===== config.mk =====
export PLATFORM = sky130hd
export DESIGN_NAME = sync_fifo_th
export DESIGN_NICKNAME = d
export VERILOG_FILES = /design/src/rtl/sync_fifo_pkg.sv /design/src/rtl/sync_fifo_ram.sv /design/src/rtl/sync_fifo_th.sv
export SDC_FILE = /design/constraint.sdc
export NUM_CORES = 1
export LEC_CHECK = 0
export ABC_AREA = 1
export CAP_MARGIN = 15
export CORE_ASPECT_RATIO = 1.2
export CORE_MARGIN = 2
export CORE_UTILIZATION = 40
export DETAILED_ROUTE_END_ITERATION = 7
export MAX_ROUTING_LAYER = met4
export PLACE_DENSITY = 0.63
export SETUP_SLACK_MARGIN = 0.5
export SLEW_MARGIN = 20
export SYNTH_ARGS = -nofsm -noshare
export SYNTH_HDL_FRONTEND = slang
export SYNTH_SLANG_ARGS = --single-unit

===== constraint.sdc =====
create_clock -name clk -period 2.5 [get_ports clk]
set_clock_uncertainty 0.1 [all_clocks]
set_input_delay 0.25 -clock clk [delete_from_list [all_inputs] [get_ports clk]]
set_output_delay 0.25 -clock clk [all_outputs]
set_load 0.01 [all_outputs]

===== src/rtl/sync_fifo_pkg.sv =====
// Shared sizing helpers for the sync_fifo_th elastic buffer.
package sync_fifo_pkg;

    // Occupancy needs one extra bit so that a full FIFO (count == depth) is representable.
    function automatic int fifo_cnt_width(input int depth);
        return $clog2(depth) + 1;
    endfunction

    function automatic int fifo_ptr_width(input int depth);
        return $clog2(depth);
    endfunction

endpackage


===== src/rtl/sync_fifo_ram.sv =====
// Storage array for sync_fifo_th: one synchronous write port, one asynchronous read port.
module sync_fifo_ram #(
    parameter int DATA_WIDTH = 8,
    parameter int DEPTH      = 16,
    parameter int AW         = 4
) (
    input  logic                  clk,
    input  logic                  we,
    input  logic [AW-1:0]         waddr,
    input  logic [DATA_WIDTH-1:0] wdata,
    input  logic [AW-1:0]         raddr,
    output logic [DATA_WIDTH-1:0] rdata
);

    logic [DATA_WIDTH-1:0] mem [DEPTH];

    always_ff @(posedge clk) begin
        if (we) begin
            mem[waddr] <= wdata;
        end
    end

    assign rdata = mem[raddr];

endmodule


===== src/rtl/sync_fifo_th.sv =====
// First-word-fall-through synchronous FIFO with programmable almost-full/almost-empty thresholds.
// Define SYNC_FIFO_HWM_EN to build the max_count high-water-mark register.
module sync_fifo_th
    import sync_fifo_pkg::*;
#(
    parameter int DATA_WIDTH = 8,
    parameter int FIFO_DEPTH = 16,
    parameter int CNT_WIDTH  = fifo_cnt_width(FIFO_DEPTH)
) (
    input  logic                  clk,
    input  logic                  rst,
    input  logic                  clear,
    input  logic [DATA_WIDTH-1:0] in_data,
    input  logic                  in_valid,
    output logic                  in_ready,
    output logic [DATA_WIDTH-1:0] out_data,
    output logic                  out_valid,
    input  logic                  out_ready,
    input  logic [CNT_WIDTH-1:0]  almost_full_th,
    input  logic [CNT_WIDTH-1:0]  almost_empty_th,
    output logic [CNT_WIDTH-1:0]  count,
    output logic                  almost_full,
    output logic                  almost_empty,
    output logic [CNT_WIDTH-1:0]  max_count
);

    localparam int PW = fifo_ptr_width(FIFO_DEPTH);

    generate
        if (FIFO_DEPTH < 2 || (FIFO_DEPTH & (FIFO_DEPTH - 1)) != 0) begin : g_bad_depth
            $error("sync_fifo_th: FIFO_DEPTH must be a power of two >= 2");
        end
    endgenerate

    logic [PW-1:0]        wr_ptr_q, wr_ptr_d;
    logic [PW-1:0]        rd_ptr_q, rd_ptr_d;
    logic [CNT_WIDTH-1:0] count_q, count_d;
    logic                 push, pop;

    assign in_ready  = (count_q != CNT_WIDTH'(FIFO_DEPTH));
    assign out_valid = (count_q != '0);
    assign push      = in_valid & in_ready;
    assign pop       = out_valid & out_ready;

    always_comb begin
        wr_ptr_d = wr_ptr_q;
        rd_ptr_d = rd_ptr_q;
        count_d  = count_q;
        if (clear) begin
            wr_ptr_d = '0;
            rd_ptr_d = '0;
            count_d  = '0;
        end else begin
            if (push) wr_ptr_d = wr_ptr_q + PW'(1);
            if (pop)  rd_ptr_d = rd_ptr_q + PW'(1);
            case ({push, pop})
                2'b10:   count_d = count_q + CNT_WIDTH'(1);
                2'b01:   count_d = count_q - CNT_WIDTH'(1);
                default: count_d = count_q;
            endcase
        end
    end

    always_ff @(posedge clk) begin
        if (rst) begin
            wr_ptr_q <= '0;
            rd_ptr_q <= '0;
            count_q  <= '0;
        end else begin
            wr_ptr_q <= wr_ptr_d;
            rd_ptr_q <= rd_ptr_d;
            count_q  <= count_d;
        end
    end

    // A push in a clear cycle is discarded, so keep it out of the array as well.
    sync_fifo_ram #(
        .DATA_WIDTH (DATA_WIDTH),
        .DEPTH      (FIFO_DEPTH),
        .AW         (PW)
    ) u_ram (
        .clk   (clk),
        .we    (push & ~clear),
        .waddr (wr_ptr_q),
        .wdata (in_data),
        .raddr (rd_ptr_q),
        .rdata (out_data)
    );

    assign count        = count_q;
    assign almost_full  = (count_q >= almost_full_th);
    assign almost_empty = (count_q <= almost_empty_th);

`ifdef SYNC_FIFO_HWM_EN
    logic [CNT_WIDTH-1:0] max_count_q, max_count_d;

    // count_d never exceeds FIFO_DEPTH, so the peak saturates there by construction.
    always_comb begin
        max_count_d = max_count_q;
        if (clear) begin
            max_count_d = '0;
        end else if (count_d > max_count_q) begin
            max_count_d = count_d;
        end
    end

    always_ff @(posedge clk) begin
        if (rst) begin
            max_count_q <= '0;
        end else begin
            max_count_q <= max_count_d;
        end
    end

    assign max_count = max_count_q;
`else
    assign max_count = '0;
`endif

endmodule


Yosys cells after proc, flatten, opt, wreduce, memory -nomap -nowiden:

Memory sizes are Yosys's and may differ from the RTL's. A register that Yosys moved wholly into a read port is not among the register bits.
Cells that the tools add are included.

* bits in registers: 13
* logic and storage cells: 25
* memories: 1
* bits in writable memories: 128

Memories
* u_ram.mem: words 16, width 8, read ports 1, clocked after memory_dff 1, wr ports 1, RTL line sync_fifo_ram.sv:15 `logic [DATA_WIDTH-1:0] mem [DEPTH];`

* reductions and logical operators: 3
* order comparisons: 2
* muxes and demuxes: 5
* add/subtract/negate cells: 4
* bitwise operators: 4
* eq/ne operators: 3

Operators by type and width (number)
* 5-bit case mux with 2 select lines: 1
* 4-bit by 1-bit adder with 4-bit output (second input constant): 2
* 4-bit two-way mux: 2
* 5-bit by 1-bit adder with 5-bit output (second input constant): 1
* 5-bit greater-or-equal comparator: 1
* 5-bit less-or-equal comparator: 1
* 5-bit != test (second input constant): 1
* 5-bit nonzero test: 1
* 5-bit by 1-bit subtractor with 5-bit output (second input constant): 1
* 1-bit AND: 3
* 2-bit by 1-bit == test with 1-bit output (second input constant): 1
* 2-bit == test (second input constant): 1
* 1-bit two-way mux: 2
* 2-bit nonzero test: 1
* 2-bit OR reduction: 1
* 1-bit inverter: 1

Longest topological paths before layout:

* depth after elaboration: 5
* gate-level depth with buffers: 12

By module:

From an unflattened synthesis, not the netlist that was laid out.

* cells, all modules: 697
* area, all modules: 6726.5 um^2

Modules (own cells, without submodules)
* sync_fifo_ram: instances 1, area an instance 5606.6 um^2, sequential area each 3843.7 um^2, cells each 543
* sync_fifo_th: instances 1, area an instance 1119.8 um^2, sequential area each 260.2 um^2, cells each 154

Least setup slack after synthesis:

OpenSTA, ideal clock, no wires.

* kind: flip-flop to flip-flop
* from: reg count_q[1], in the netlist count[1]
* to: reg count_q[3], in the netlist count[3]
* setup time: 0.115 ns
* slack: 0.264 ns
* stages on the path, launching flop included: 12
* buffers on the path: 0
* clock period less this slack: 2.236 ns
* data required time: 2.285 ns
* arrival: 2.021 ns
* cell sequence: dfxtp_1 > nor2_2 > nand3_2 > nand2_2 > inv_2 > ha_1 > ha_1 > or2_2 > nand3_1 > nand2_1 > o21ai_0 > inv_1

* longest elaborated chain between the ends: 4
* elaborated cells between the ends (all ways): 10
* those cells by class: add/sub (2); eq/ne (3); mux (1); bitwise (2); reduce/logical (2)

RTL lines
* start: declaration: RTL line sync_fifo_th.sv:37 `logic [CNT_WIDTH-1:0] count_q, count_d;`
* start signal: assignment: RTL line sync_fifo_th.sv:72 `count_q <= count_d;`
* 5-bit nonzero test (*): RTL line sync_fifo_th.sv:41 `assign out_valid = (count_q != '0);`
* net out_valid: RTL line sync_fifo_th.sv:17 `output logic out_valid,`
* 1-bit AND (*): RTL line sync_fifo_th.sv:43 `assign pop = out_valid & out_ready;`
* net pop: RTL line sync_fifo_th.sv:38 `logic push, pop;`
* 2-bit by 1-bit == test with 1-bit output / 2-bit == test (equally long branches): RTL line sync_fifo_th.sv:56 `case ({push, pop})`
* 5-bit case mux with 2 select lines / 2-bit nonzero test (equally long branches)

The timed path passes the listed nets; every way through them passes the cells marked *.
A chain may end at the register's enable or synchronous reset.

==> impl_summary.log <==
INFO  metric diodes = 0
INFO  metric critPathMaxStageDelay = approximately 0.41 ns
INFO  metric maxCapViolations = 0
INFO  metric maximum_number_of_pins_on_one_net_before_global_route_repair = 26
INFO  metric timing.setup.critical_path_class = reg -> out
INFO  metric synth.avg_cell_area = 9.677 um^2
INFO  metric synth.largest_area_cell = sky130_fd_sc_hd__edfxtp_1
INFO  metric layout_worst_path_cycle_share = 85.16%
INFO  metric crit_top_cell = sky130_fd_sc_hd__nand3_2
INFO  metric finalHoldViolCount = 0
INFO  metric achievable-frequency = ~470 MHz
INFO  metric timing.rr.start = count[3]
INFO  metric critical_path_arrival = between 1.5 and 2 ns
INFO  metric num_vias = around 5.0k
INFO  metric dp.cells = between 900 and 1k
INFO  metric post-synth-top-area-fraction = 56.74%
INFO  metric vias_per_cell = roughly 4.9
INFO  metric cts.path.max_buffers = 2
INFO  metric layout_commonest_cell = sky130_fd_sc_hd__nand2_1
INFO  metric top_delay_family_on_crit_path = buffers and inverters
INFO  metric yosysUniqueCellTypes = 26
INFO  metric grtUsageTotal = between 10% and 20%
INFO  metric finalWorstPathRequiredPeriod = 2.129 ns
INFO  metric yosysSeqAreaShare = between 60 and 70%
INFO  metric worst_setup_path_start_kind = flip-flop
INFO  metric post_detail_place_hpwl = about 9500 um
INFO  metric r2r_setup_slack = approximately 0.5 ns
INFO  metric dr.first_iter.drc_count = between 300 and 400
INFO  metric drt-pass1-iter-count = 4
INFO  metric die_height = 146.6 um
INFO  metric grt-ovfl-total = 0
INFO  metric crit_path_max_fanout = 6
INFO  metric net-switching-power = approximately 0.0014 W
INFO  metric cp_slowest_cell = sky130_fd_sc_hd__dfxtp_4
INFO  metric totalWireLength = 16220 um
INFO  metric cts-hold-fix-buffers = 0
INFO  metric final-setup-viol-count = 0
INFO  metric r2r_endpoint = count[4]
INFO  metric cts_tree = yes
INFO  metric netlist_area = 0.006774 mm^2
INFO  metric detail_route.drc_violations = 0
INFO  metric final_cell_mix = sky130_fd_sc_hd__nand2_1 (179), sky130_fd_sc_hd__edfxtp_1 (128), sky130_fd_sc_hd__inv_1 (122)
INFO  metric power_density = between 700 and 800 mW/mm^2
INFO  metric layout-area-overhead-vs-synth = 30.94%
INFO  metric cts_sinks = about 150
INFO  metric post_drt_wl_per_cell = between 15 and 20 um
INFO  metric hold_worst_slack = ~0.42 ns
INFO  metric timing_max_transition_violations_final = 0
INFO  metric class_of_the_tightest_hold_or_removal_check = reg -> reg
INFO  metric reg2regPathDepth = 11
INFO  metric fp.dieW = 122.8 um
INFO  metric ios = 45
INFO  metric placement_rows = 52
INFO  metric crit_end = out_data[4]
INFO  metric core-area = 0.01672 mm^2
INFO  metric comb_power_share = between 10% and 20%
INFO  metric netlist_top_cells_area = sky130_fd_sc_hd__edfxtp_1 (57%), sky130_fd_sc_hd__nand2_1 (11%), sky130_fd_sc_hd__nand3_1 (7.9%), sky130_fd_sc_hd__inv_1 (6.9%), sky130_fd_sc_hd__dfxtp_1 (5.0%)
INFO  metric layout-drive-gt1-share = 20.40%
INFO  metric peakVddDrop = 0.0004301 V
INFO  metric clock-root-buffer = sky130_fd_sc_hd__clkbuf_16
INFO  metric internal_power = ~0.0048 W
INFO  metric yosys_register_bits = around 150
INFO  metric power.leakage = around 3.8 nW
INFO  metric seqPwrFrac = a little over two fifths
INFO  metric cts.htree.levels = 4
INFO  metric worst_slew_pin_slew = ~0.65 ns
INFO  metric antenna_violating_nets_post_route = 0
INFO  metric synthesis.yosys.warnings = 0
INFO  metric io_buffer_count = 39
INFO  metric grt_pass1_wl = roughly 25000 um
INFO  metric syn-instance-count = 700
INFO  metric power_switching_share = a little under a quarter
INFO  metric worst-path-stages = 9
INFO  metric hold_path_startpoint = rd_ptr_q[1]
INFO  metric clkSlewWorstSetupHoldPaths = approximately 0.060 ns
INFO  metric nets = ~830
INFO  metric design.die.area = between 0.015 and 0.02 mm^2
INFO  metric rsz0062_at_grt = yes
INFO  metric element_type_at_the_critical_path_end = output pin
INFO  metric final_cell_count_no_fill = approximately 1.0k
INFO  metric place_congestion = between 0.7 and 0.8
INFO  metric initial_cell_density_of_the_core = approximately two fifths
INFO  metric crit_required = about 2.2 ns
INFO  metric maxSlewHeadroom = between 50% and 60%
INFO  metric first_global_vias = roughly 4.7k
INFO  metric antenna_found_initial = 0
INFO  metric status = complete, no violations
INFO  metric timing.critical_path.buf_inv = 4
INFO  metric critical_path_cell_by_cell = clkinv_8 -> buf_12 -> clkbuf_16 -> nand2_4 -> nand3_4 -> nand3_2 -> nand3_2 -> nand2_2 -> buf_6
INFO  metric cts_inserted_buffers = 17
INFO  metric worstSkewPairLatency = 0.41 ns
INFO  metric fin_setup_tns = 0 ns
INFO  metric p_clk_share = a little over two fifths
-- per-layer routing --
metal / routed length [um] / global-route usage [%] / vias to the layer above
li1: - / - / 2411
met1: 6415 / 21.86 / 2382
met2: 8640 / 31.99 / 146
met3: 692 / 4.219 / 42
met4: 471 / 8.391 / 0
met5: 0 / - / -
-- tightest hold or removal path: cells and delay by family, from the launching register on --
family | cells | cell delay [ns]
flip-flops | 1 | 0.32
AND/OR/NAND/NOR | 2 | 0.16
-- cells in the mapped netlist, drive strengths merged --
| master | n |
|---|---|
| o22ai | 1 |
| nor3 | 1 |
| o21bai | 1 |
| xor2 | 3 |
| a21oi | 10 |
| nand4 | 1 |
| nand3b | 1 |
| dfxtp | 17 |
| inv | 128 |
| fa | 1 |
| or2 | 2 |
| ha | 19 |
| edfxtp | 128 |
| nor2 | 41 |
| conb | 1 |
| nand3 | 109 |
| buf | 27 |
| o21ai | 8 |
| nand2 | 199 |
| clkbuf | 2 |
-- through the flow --
stage | setup WS, ns | total power (W) | cell area (um^2) | util (%)
6_report | 0.3710 | 0.006225 | 8870 | 53.05
5_1_grt | 0.2875 | 0.006465 | 8870 | 53.05
4_1_cts | 0.4132 | 0.006190 | 8589 | 51.37
3_5_place_dp | 0.1715 | 0.003423 | 7552 | 45.17
3_3_place_gp | 0.1811 | 0.003415 | 7552 | 45.17
2_1_floorplan | 0.5049 | 0.003163 | 6843 | -
-- flip-flops by register name (all words and copies together), names as in the netlist, named ones only --
register   flops
count          5
rd_ptr_q       4
u_ram.mem    128
wr_ptr_q       4
-- area by class of cell --
cell class | instances | area (um^2)
repair buffers | 92 | 1021
inverters | 128 | 501.7
flip-flops and latches | 145 | 4210
clock buffers | 26 | 585.6
multi-input cells | 402 | 2222
fillers | 1432 | 7851
clock inverters | 6 | 58.81
well taps | 216 | 270.3
-- how the worst min path moves through the flow --
stage | end | slack (ns) | depth (start not counted)
floorplan | u_ram.mem[0][0] | 0.25 | 0
global placement | flip-flop | 0.40 | 2
detailed placement | rd_ptr_q[2] | 0.42 | 2
CTS | flip-flop | 0.42 | 2
global route | flip-flop | 0.45 | 2
finish | flip-flop | 0.42 | 2
-- logic make-up (layout without fill, tap and decap cells) --
logic type	after synthesis	count (layout)	synth area share, %
AO/OA/AOI/OAI	20	20	1.533
XOR/XNOR	3	3	0.3880
adder cells (fa/ha/maj)	20	20	3.805
buffers and inverters	157	252	10.20
flip-flops	145	145	61.77
other	1	5	0.05536
AND/OR/NAND/NOR	354	354	22.26
-- power groups by stage --
stage          registers [W]  clock network, W  logic [W]
2_1_floorplan        0.00275                 0   0.000418
3_3_place_gp         0.00275                 0   0.000662
3_5_place_dp         0.00275                 0   0.000670
4_1_cts              0.00270           0.00269   0.000794
5_1_grt              0.00271           0.00280   0.000956
6_report             0.00270           0.00265   0.000867
-- repair_timing --
action                     CTS  global route
setup endpoints to repair   13            12
buffers inserted             9             6
pin swaps                   15            23
cloned                       5             2
resized for setup           95            35
(Power assumes the default switching activity.)
